## src/rtl/board_sector_packer.sv

```systemverilog
// board_sector_packer: reads the live board out of the 32-bit cell RAM one
// word at a time and streams it as bytes framed into 512-byte sectors for the
// SD sector writer. The final sector is zero-padded to a full 512 bytes.
module board_sector_packer #(
  parameter int P_PARAM_N = 800,
  parameter int P_PARAM_M = 600,
  parameter int BLOCK_LEN = 32,
  parameter int ADDR_W    = 24,
  parameter int BASE_ADDR = 0
) (
  input  logic                 clk,
  input  logic                 rst,
  input  logic                 start,
  output logic [ADDR_W-1:0]    ram_addr,
  output logic                 ram_rden,
  input  logic [BLOCK_LEN-1:0] ram_rdata,
  output logic [7:0]           byte_data,
  output logic                 byte_valid,
  input  logic                 byte_ready,
  output logic                 sector_first,
  output logic                 sector_last,
  output logic [15:0]          sector_idx,
  output logic                 busy,
  output logic                 done
);

  localparam int WORDS = P_PARAM_N * P_PARAM_M / BLOCK_LEN;
  localparam int WC_W  = $clog2(WORDS + 1);

  typedef enum logic [2:0] {
    S_IDLE, S_READ, S_CAPTURE, S_EMIT, S_PAD, S_FINISH
  } state_t;

  state_t              state_q, state_d;
  logic [WC_W-1:0]     word_cnt_q, word_cnt_d;
  logic [1:0]          byte_cnt_q, byte_cnt_d;
  logic [8:0]          bis_q, bis_d;
  logic [15:0]         sector_idx_q, sector_idx_d;
  logic [31:0]         sreg_q, sreg_d;
  logic [ADDR_W-1:0]   ram_addr_q, ram_addr_d;
  logic                ram_rden_q, ram_rden_d;
  logic                byte_valid_q, byte_valid_d;
  logic                busy_q, busy_d;
  logic                done_q, done_d;
  logic                accept;

  assign accept = byte_valid_q & byte_ready;

  // Next-state and next-output logic; outputs are derived from the next state
  // so every control output comes straight from a flop.
  always_comb begin
    state_d      = state_q;
    word_cnt_d   = word_cnt_q;
    byte_cnt_d   = byte_cnt_q;
    bis_d        = bis_q;
    sector_idx_d = sector_idx_q;
    sreg_d       = sreg_q;
    ram_addr_d   = ram_addr_q;

    case (state_q)
      S_IDLE: begin
        if (start) begin
          state_d      = S_READ;
          word_cnt_d   = '0;
          byte_cnt_d   = '0;
          bis_d        = '0;
          sector_idx_d = '0;
        end
      end
      S_READ:    state_d = S_CAPTURE;
      S_CAPTURE: begin
        sreg_d  = ram_rdata[31:0];
        state_d = S_EMIT;
      end
      S_EMIT, S_PAD: begin
        if (accept) begin
          // PAD drains an already-empty shift register, so it emits zeros.
          sreg_d = {sreg_q[23:0], 8'h00};
          bis_d  = bis_q + 9'd1;
          if (bis_q == 9'd511) sector_idx_d = sector_idx_q + 16'd1;
          if (state_q == S_PAD) begin
            if (bis_q == 9'd511) state_d = S_FINISH;
          end else begin
            byte_cnt_d = byte_cnt_q + 2'd1;
            if (byte_cnt_q == 2'd3) begin
              word_cnt_d = word_cnt_q + 1'b1;
              if (word_cnt_d < WC_W'(WORDS)) state_d = S_READ;
              else if (bis_d != 9'd0)        state_d = S_PAD;
              else                           state_d = S_FINISH;
            end
          end
        end
      end
      S_FINISH: state_d = S_IDLE;
      default:  state_d = S_IDLE;
    endcase

    ram_rden_d = (state_d == S_READ);
    if (state_d == S_READ) begin
      ram_addr_d = ADDR_W'(BASE_ADDR) + ADDR_W'(word_cnt_d);
    end
    byte_valid_d = (state_d == S_EMIT) || (state_d == S_PAD);
    busy_d       = (state_d == S_READ) || (state_d == S_CAPTURE) ||
                   (state_d == S_EMIT) || (state_d == S_PAD);
    done_d       = (state_d == S_FINISH);
  end

  // State and output registers; reset abandons any dump in flight silently.
  always_ff @(posedge clk) begin
    if (rst) begin
      state_q      <= S_IDLE;
      word_cnt_q   <= '0;
      byte_cnt_q   <= '0;
      bis_q        <= '0;
      sector_idx_q <= '0;
      sreg_q       <= '0;
      ram_addr_q   <= '0;
      ram_rden_q   <= 1'b0;
      byte_valid_q <= 1'b0;
      busy_q       <= 1'b0;
      done_q       <= 1'b0;
    end else begin
      state_q      <= state_d;
      word_cnt_q   <= word_cnt_d;
      byte_cnt_q   <= byte_cnt_d;
      bis_q        <= bis_d;
      sector_idx_q <= sector_idx_d;
      sreg_q       <= sreg_d;
      ram_addr_q   <= ram_addr_d;
      ram_rden_q   <= ram_rden_d;
      byte_valid_q <= byte_valid_d;
      busy_q       <= busy_d;
      done_q       <= done_d;
    end
  end

  assign ram_addr     = ram_addr_q;
  assign ram_rden     = ram_rden_q;
  assign byte_data    = sreg_q[31:24];
  assign byte_valid   = byte_valid_q;
  assign sector_first = byte_valid_q & (bis_q == 9'd0);
  assign sector_last  = byte_valid_q & (bis_q == 9'd511);
  assign sector_idx   = sector_idx_q;
  assign busy         = busy_q;
  assign done         = done_q;

endmodule

```

## config.mk

```make
export PLATFORM = sky130hd
export DESIGN_NAME = board_sector_packer
export DESIGN_NICKNAME = d
export VERILOG_FILES = /design/src/rtl/board_sector_packer.sv
export SDC_FILE = /design/constraint.sdc
export NUM_CORES = 1
export LEC_CHECK = 0
export ABC_AREA = 1
export CAP_MARGIN = 10
export CORE_ASPECT_RATIO = 0.7
export CORE_MARGIN = 3
export CORE_UTILIZATION = 25
export CTS_CLUSTER_SIZE = 30
export DETAILED_ROUTE_END_ITERATION = 8
export SLEW_MARGIN = 10
export SYNTH_ARGS = -nofsm -noshare
export SYNTH_HDL_FRONTEND = slang
export SYNTH_SLANG_ARGS = --single-unit
export TNS_END_PERCENT = 20
```

## constraint.sdc

```tcl
create_clock -name clk -period 3.8 [get_ports clk]
set_input_delay 0.76 -clock clk [delete_from_list [all_inputs] [get_ports clk]]
set_output_delay 0.76 -clock clk [all_outputs]
set_load 0.03 [all_outputs]
```

## Yosys cells after proc, flatten, opt, wreduce, memory -nomap -nowiden

Cells that the tools add are included.

- Output and inout bits: 54
- Flip-flop bits (word level): 94
- Word-level logic and storage cells: 74

- $lt $le $gt $ge: 1
- Add/subtract/negate cells: 4
- Reductions and logical operators: 14
- Multiplexer cells: 26
- Eq/ne operators: 15
- Bitwise logic cells: 3

Operators by type and width:

| operator | number |
|---|---|
| case mux 32 bit (2 select lines) | 1 |
| two-way mux 14 bit | 4 |
| two-way mux 16 bit | 3 |
| two-way mux 32 bit | 1 |
| case mux 16 bit (2 select lines) | 1 |
| case mux 14 bit (2 select lines) | 1 |
| two-way mux 3 bit | 6 |
| two-way mux 9 bit | 2 |
| case mux 9 bit (2 select lines) | 1 |
| adder 16 x 1 -> 16 bit, second input constant | 1 |
| adder 14 x 1 -> 14 bit, second input constant | 1 |
| less-than comparator 14 bit, second input constant | 1 |
| == test 3 x 2 -> 1 bit, second input constant | 4 |
| case mux 3 bit (4 select lines) | 1 |
| adder 9 x 1 -> 9 bit, second input constant | 1 |
| == test 3 bit, second input constant | 3 |
| == test 9 bit, second input constant | 1 |
| logical NOT 9 bit | 1 |
| nonzero test 9 bit | 1 |
| != test 2 bit, second input constant | 4 |
| AND reduction 4 bit | 2 |
| == test 3 x 1 -> 1 bit, second input constant | 2 |
| two-way mux 2 bit | 3 |
| logical OR 1 bit | 4 |
| other kinds (10) | 13 |

## Depth between registers and ports, before layout

Gate-level depths: netlist of the first run.

- Word-level depth: 12
- Depth in mapped cells: 21

## Worst setup path after synthesis of the first run

Ideal clock, no wire load.

- Kind: register to register
- From: register bis_q[0]
- To: register ram_addr_q[5] (netlist: ram_addr[5])
- Period minus slack after synthesis: 2.709 ns
- Setup slack: 1.091 ns
- Stages on the path, launching flop included: 19
- Arrival: 2.597 ns
- Buffers on the path: 1
- Cells stage by stage: dfxtp_1 ha_1 nand2_1 nor3_1 nand2_1 nor2_1 ha_1 or3_1 nor3_1 nand3_1 o21ai_0 inv_1 nand2_1 nand2_2 nand2_4 nand3_4 buf_4 nor2_1 nor2_1

- Word-level cells in the longest chain between the ends: 9
- Elaborated cells between the ends (all ways): 11

Ends and longest elaborated chain:

| element | RTL line | text |
|---|---|---|
| start: declaration | 37 | `logic [8:0] bis_q, bis_d;` |
| start signal: assignment | 126 | `bis_q <= bis_d;` |
| adder 9 x 1 -> 9 bit | 79 | `bis_d = bis_q + 9'd1;` |
| nonzero test 9 bit | 88 | `else if (bis_d != 9'd0) state_d = S_PAD;` |
| two-way mux 1 bit | 88 |  |
| two-way mux 3 bit | 87 | `if (word_cnt_d < WC_W'(WORDS)) state_d = S_READ;` |
| two-way mux 3 bit | 85 | `if (byte_cnt_q == 2'd3) begin` |
| two-way mux 3 bit * | 81 | `if (state_q == S_PAD) begin` |
| two-way mux 3 bit * | 76 | `if (accept) begin` |
| case mux 3 bit (4 select lines) * | 60 | `case (state_q)` |
| == test 3 x 1 -> 1 bit * | 99 | `if (state_d == S_READ) begin` |
| end signal: assignment | 129 | `ram_addr_q <= ram_addr_d;` |
| end: declaration | 40 | `logic [ADDR_W-1:0] ram_addr_q, ram_addr_d;` |

Mark *: on every way between the ends. The rest lies on a longest branch, timed or not.
A chain may end at the register's enable or synchronous reset.

## Worst setup path after layout of the first run

- From: register bis_q[0]
- To: output port sector_last

- Word-level cells in the longest chain between the ends: 2

Ends and longest elaborated chain:

| element | RTL line | text |
|---|---|---|
| == test 9 bit | 142 | `assign sector_last = byte_valid_q & (bis_q == 9'd511);` |
| bitwise AND 1 bit | 142 |  |
| end: declaration | 21 | `output logic sector_last,` |

No other way between the ends.

==> flow_metrics.env, run 1 <==
export IMPL_setup_viol=0
export IMPL_layout_min_cycle_time_ps=3190
export IMPL_status="finished, final reports clean"
export IMPL_ant_nets=0
export IMPL_cts_hold_repair_buffers=0
export IMPL_max_slew_margin_pct=65.6
export IMPL_antenna_found_initial=1
export IMPL_dr_total_vias=4496
export IMPL_final_common_cell="nand2_1"
export IMPL_worstMarginPinSlew_ps=511
export IMPL_cts_resized_gates=0
export IMPL_portBuffers=79
export IMPL_die_h_um=122
export IMPL_fin_nets=802
export IMPL_syn_inst=698
export IMPL_required_ps=3040
export IMPL_slew_viol_final=0
export IMPL_ir_drop_v=0.000194
export IMPL_crit_type="flip-flop to output port"
export IMPL_dp_hpwl_um=9030
export IMPL_wl_per_cell_um=12.8
export IMPL_critPathLaunchType="flip-flop"
export IMPL_arrival_ps=2430
export IMPL_insertion_delay_ps=340
export IMPL_first_iter_violations=345
export IMPL_post_route_period_util_pct=83.8
export IMPL_via_per_inst=4.50
export IMPL_final_cell_mix="157 x nand2_1, 94 x dfxtp_1, 83 x inv_1, 79 x clkdlybuf4s50_1, 67 x nor2_1"
export IMPL_first_pass_iters=5
export IMPL_fp_dieArea_um2=21000
export IMPL_hold_class="flip-flop to flip-flop"
export IMPL_power_density_nw_per_um2=404
export IMPL_yosysSeqAreaShare_pct=39.1
export IMPL_clkSinkCount=94
export IMPL_overflow=0
export IMPL_synth_warnings=0
export IMPL_tns_ps=0
export IMPL_post_cts_buffers=0
export IMPL_start_util_pct=26.1
export IMPL_core_um2=18400
export IMPL_final_area_um2=6020
export IMPL_diodes=0
export IMPL_grt_usage_pct=12.4
export IMPL_path_common_cell="nand2_1"
export IMPL_cap_viol_max_count=0
export IMPL_cts_root_buffer="clkbuf_16"
export IMPL_io_pins=90
export IMPL_grt_max_degree=47
export IMPL_path_cells="ha_1, nand2_1, nor3_1, nand2_1, nor2_1, ha_1, nand2_1, inv_1, clkdlybuf4s50_1"
export IMPL_gpl_final_weighted_congestion=0.849
export IMPL_avgSynthCellArea_um2=6.89
export IMPL_cpPeakStageDelay_ps=690
export IMPL_rsz0062_at_grt="no"
export IMPL_area_delta_synth_final_pct=25.2
export IMPL_cts_buffers=9
export IMPL_clk_pin_slew_worst_paths_ps=70
export IMPL_timing_hold_ws_ps=478
export IMPL_grt_pass1_vias=4111
export IMPL_leakagePower_nw=2.44
export IMPL_fmax_mhz=314
export IMPL_ys_types=42
export IMPL_endpoint_kind="output port"
export IMPL_ys_ff_latch=94
export IMPL_htree_levels=3
export IMPL_cts_tree="built"
export IMPL_critPathSlowestCell="clkdlybuf4s50_1"
export IMPL_finClkSkew_ps=11.6
export IMPL_hold_violations=0
export IMPL_drive_above_1_share_pct=7.20
export IMPL_dieWidth_um=172
export IMPL_core_rowCount=41
export IMPL_drc=0
export IMPL_netlist_area_um2=4810
export IMPL_placed_area_um2=5740
export IMPL_wl_um=12800
export IMPL_cts_buffer_depth=2
export IMPL_grt_pass1_wl_um=20800
export IMPL_critPathMaxFanout=4
==> sequential cells by signal (all words and copies together), names as in the netlist <==
name,flops
bis_q,9
sector_idx,16
ram_addr,14
state_q,3
byte_valid,1
done,1
ram_rden,1
byte_cnt_q,2
busy,1
sreg_q,32
word_cnt_q,14
==> area by class of cell <==
| cell class | instances | area [µm²] |
|---|---|---|
| fill | 1974 | 12400 |
| multi-input combinational | 479 | 2380 |
| sequential | 94 | 1880 |
| timing repair buffer | 86 | 843 |
| inverter | 90 | 338 |
| tap | 236 | 295 |
| clock buffer | 11 | 253 |
| clock inverter | 4 | 31.3 |
==> final timing paths <==
path	to	from	slack, ps	cells after the start
setup / recovery	sector_last	bis_q[0]	610	9
hold / removal	sreg_q[27]	sreg_q[19]	480	2
setup reg to reg	ram_addr[11]	bis_q[0]	640	17
hold reg to reg	sreg_q[27]	sreg_q[19]	480	2
==> power breakdown <==
group          total, mW  switching [mW]  internal [mW]
Sequential          1.09          0.0386           1.05
Combinational      0.473           0.299          0.175
Clock              0.869           0.390          0.480
Total               2.43           0.727           1.71
==> cells in the mapped netlist (all sizes together) <==
library cell | count | share of area (%)
o21a | 1 | 0.16
nor3 | 13 | 1.9
or2 | 1 | 0.13
and3 | 2 | 0.26
or3 | 1 | 0.13
nand3 | 41 | 4.5
ha | 6 | 1.6
xor2 | 7 | 1.3
clkbuf | 20 | 1.6
a211oi | 3 | 0.57
nor2 | 76 | 6.9
o221ai | 1 | 0.18
dfxtp | 94 | 39
nand4 | 13 | 1.7
clkinv | 2 | 0.16
a21oi | 45 | 4.9
inv | 88 | 6.9
o311ai | 1 | 0.18
o211ai | 2 | 0.31
conb | 1 | 0.078
nand2 | 167 | 14
a32oi | 2 | 0.36
buf | 24 | 3.6
o21ai | 60 | 6.3
a31oi | 25 | 3.3
nor4 | 2 | 0.26
==> critical path: cells and delay by family, from the launching register on <==
family / cells / cell delay [ps]
adders and majority gates: 2 / 350
buffers and inverters: 2 / 740
and+or+nand+nor: 5 / 650
DFF: 1 / 360
==> routing by layer <==
layer	vias up	global-route usage (%)	part of all wire, %
li1	2362	-	-
met4	2	2.39	0.40
met5	-	0	0.15
met1	2031	18.8	53
met2	94	16.2	38
met3	7	5.09	7.9
==> kinds of logic (layout without fill, tap and decap cells) <==
| group | after synthesis | after routing | share of synthesized area (%) |
|---|---|---|---|
| AND/OR/NAND/NOR | 316 | 316 | 29.6 |
| AO/OA/AOI/OAI | 140 | 140 | 16.3 |
| buffers and inverters | 134 | 191 | 12.1 |
| flip-flops | 94 | 94 | 39.1 |
| XOR/XNOR | 7 | 7 | 1.27 |
| adder cells (fa/ha/maj) | 6 | 6 | 1.56 |
| other | 1 | 10 | 0.0780 |
==> through the flow <==
step	util [%]	total power [mW]	worst slack [ps]	cells
floorplan	-	1.44	1090	707
CTS	32.7	2.46	576	1000
finish	32.7	2.43	614	1000
global placement	31.1	1.59	737	985
detailed placement	31.1	1.59	676	985
global route	32.7	2.56	195	1000
Power figures use the tool's default switching activity.
==> run 2, diff against run 1 <==
clock period = 2.9 ns   (was 3.8 ns; I/O delays follow)
==> run 2 against run 1 <==
  * Count of clock-buffer cells in the layout decreased by 1
  * Via count up 3.2%
  * Combinational power rose by 41%
  * Sequential share of layout area shrank 0.95 points
  * Worst hold slack worse by 5.6 ps
  * Cell count is 1.2% higher
  * Sequential power grew 31%
  * Final area increased by 3.5%
  * First-iteration DRC count is 9.6% higher
  * Die area did not move
  * Non-clock buffer count grew 10
  * Critical path depth up 8
  * Critical path type is now flip-flop to flip-flop
  * Largest cell class unchanged
==> flow_metrics.env, run 2 (synthesized netlist as in run 1, its figures left out) <==
export IMPL_gpl_final_weighted_congestion=0.878
export IMPL_grt_use_met1_pct=19.0
export IMPL_timing_hold_ws_ps=473
export IMPL_rr_worst_depth=17
export IMPL_cap_viol_max_count=0
export IMPL_diodes=0
export IMPL_multiInputGateArea_um2=2480
export IMPL_first_iter_violations=378
export IMPL_grt_usage_pct=12.6
export IMPL_first_pass_iters=5
export IMPL_core_rowCount=41
export IMPL_leakagePower_nw=2.53
export IMPL_fp_dieArea_um2=21000
export IMPL_dp_cells=993
export IMPL_critPathMaxFanout=6
export IMPL_arrival_ps=2990
export IMPL_reg2reg_from="bis_q[0]"
export IMPL_insertion_delay_ps=340
export IMPL_min_to="bis_q[7]"
export IMPL_drc=0
export IMPL_area_delta_synth_final_pct=29.5
export IMPL_overflow=0
export IMPL_core_um2=18400
export IMPL_via_per_inst=4.59
export IMPL_grt_pass1_vias=4025
export IMPL_min_path_cells=2
export IMPL_cts_tree="built"
export IMPL_largest_register_ffs=32
export IMPL_drive_above_1_share_pct=10.2
export IMPL_hold_start="bis_q[7]"
export IMPL_dieWidth_um=172
export IMPL_power_density_nw_per_um2=540
export IMPL_reg2reg_slack_ps=140
export IMPL_crit_type="flip-flop to flip-flop"
export IMPL_grt_max_degree=49
export IMPL_ir_drop_v=0.000275
export IMPL_pre_cts_slack_ps=-56.0
export IMPL_grt_busiest_layer="met1"
export IMPL_io_pins=90
export IMPL_htree_levels=3
export IMPL_final_common_cell="nand2_1"
export IMPL_reg2reg_to="ram_addr[13]"
export IMPL_finClkSkew_ps=5.45
export IMPL_clk_pin_slew_worst_paths_ps=70
export IMPL_utilization_pct=33.8
export IMPL_post_route_period_util_pct=95.0
export IMPL_hold_violations=0
export IMPL_setup_slack_ps=144
export IMPL_grtUsageMet3_pct=4.87
export IMPL_layout_cells_non_filler=1012
export IMPL_cts_root_buffer="clkbuf_16"
export IMPL_die_h_um=122
export IMPL_slew_viol_final=0
export IMPL_power_mw=3.36
export IMPL_dr_total_vias=4642
export IMPL_ant_nets=0
export IMPL_met2_usage_pct=16.8
export IMPL_fmax_mhz=363
export IMPL_antenna_found_initial=0
export IMPL_hold_class="flip-flop to flip-flop"
export IMPL_start_util_pct=26.1
export IMPL_dp_hpwl_um=9260
export IMPL_cts_buffers=9
export IMPL_wl_um=13500
export IMPL_setup_viol=0
export IMPL_nFillCells=1959
export IMPL_critPathLaunchType="flip-flop"
export IMPL_fin_nets=815
export IMPL_endpoint_kind="flip-flop"
export IMPL_clkSinkCount=94
export IMPL_worstMarginPinSlew_ps=581
export IMPL_largest_register="sreg_q"
export IMPL_max_slew_margin_pct=61.0
export IMPL_required_ps=3140
export IMPL_wl_per_cell_um=13.3
export IMPL_rsz0062_at_grt="yes"
export IMPL_status="finished, final reports clean"
export IMPL_regArea_um2=1890
export IMPL_grt_pass1_wl_um=21100
export IMPL_cts_buffer_depth=2
export IMPL_final_cell_mix="154 x nand2_1, 91 x dfxtp_1, 83 x inv_1, 78 x clkdlybuf4s50_1, 65 x nor2_1"
export IMPL_portBuffers=79
export IMPL_layout_min_cycle_time_ps=2760
==> run 2: cell count changes in the layout (fill, tap and decap cells not counted), sizes merged, moves of 2 or more <==
cell / delta
buf: +10
bufinv: +2
clkinv: -2
nand3: +3
==> run 2: layout make-up <==
class                           instances  area share [%]
Clock buffer                           10            3.84
Clock inverter                          4            1.16
Inverter                               90            5.42
Multi-Input combinational cell        482            39.7
Sequential cell                        94            30.3
Tap cell                              236            4.74
Timing Repair Buffer                   96            14.8
==> run 2: worst max-delay path: stages (launching register included) <==
cell and delay, ps:
dfxtp_4 370, ha_4 140, nand2_2 70, nor3_4 140, nand2_1 70, nor2_1 100, ha_1 250, or3_4 390
nor3_2 120, nand3_1 110, o21ai_1 150, inv_1 50, nand2_1 70, nand2_2 70, nand2_4 160, nand3_4 170
nor2_1 160, nor2_1 60
==> run 2: where the power goes <==
| group | total (mW) | leakage (nW) | switching (mW) | internal [mW] |
|---|---|---|---|---|
| registers | 1.43 | 0.767 | 0.0532 | 1.38 |
| clock network | 1.26 | 0.150 | 0.495 | 0.768 |
| logic | 0.666 | 1.62 | 0.421 | 0.245 |
==> run 2: worst max path at each step <==
stage	from	endpoint	slack, ps
4_1_cts	bis_q[0]	ram_addr[8]	50
6_report	bis_q[0]	ram_addr[13]	140
3_3_place_gp	bis_q[0]	ram_addr[1]	60
5_1_grt	bis_q[0]	ram_addr[13]	-9
3_5_place_dp	bis_q[1]	ram_addr[13]	-60
2_1_floorplan	bis_q[0]	ram_addr[5]	190
==> run 2: per-stage QoR <==
step                      cell area, µm²  setup TNS, ps
after global routing                6230          -23.4
after CTS                           6130              0
after detailed placement            5800           -404
after global placement              5800              0
after floorplan                     4840              0
final                               6230              0
==> run 2: metal layers <==
metal	up-vias	wire, µm
met5	-	0
met1	2082	6840
met4	0	104
met3	13	1300
li1	2404	-
met2	143	5260
==> run 2: what timing repair did <==
| item | 4_1_cts | 5_1_grt |
|---|---|---|
| pin swaps | 0 | 9 |
| resized for setup | 3 | 18 |
| hold buffers | 0 | 0 |
| setup endpoints to repair | 15 | 21 |
| setup buffers | 0 | 2 |
| cloned | 1 | 2 |
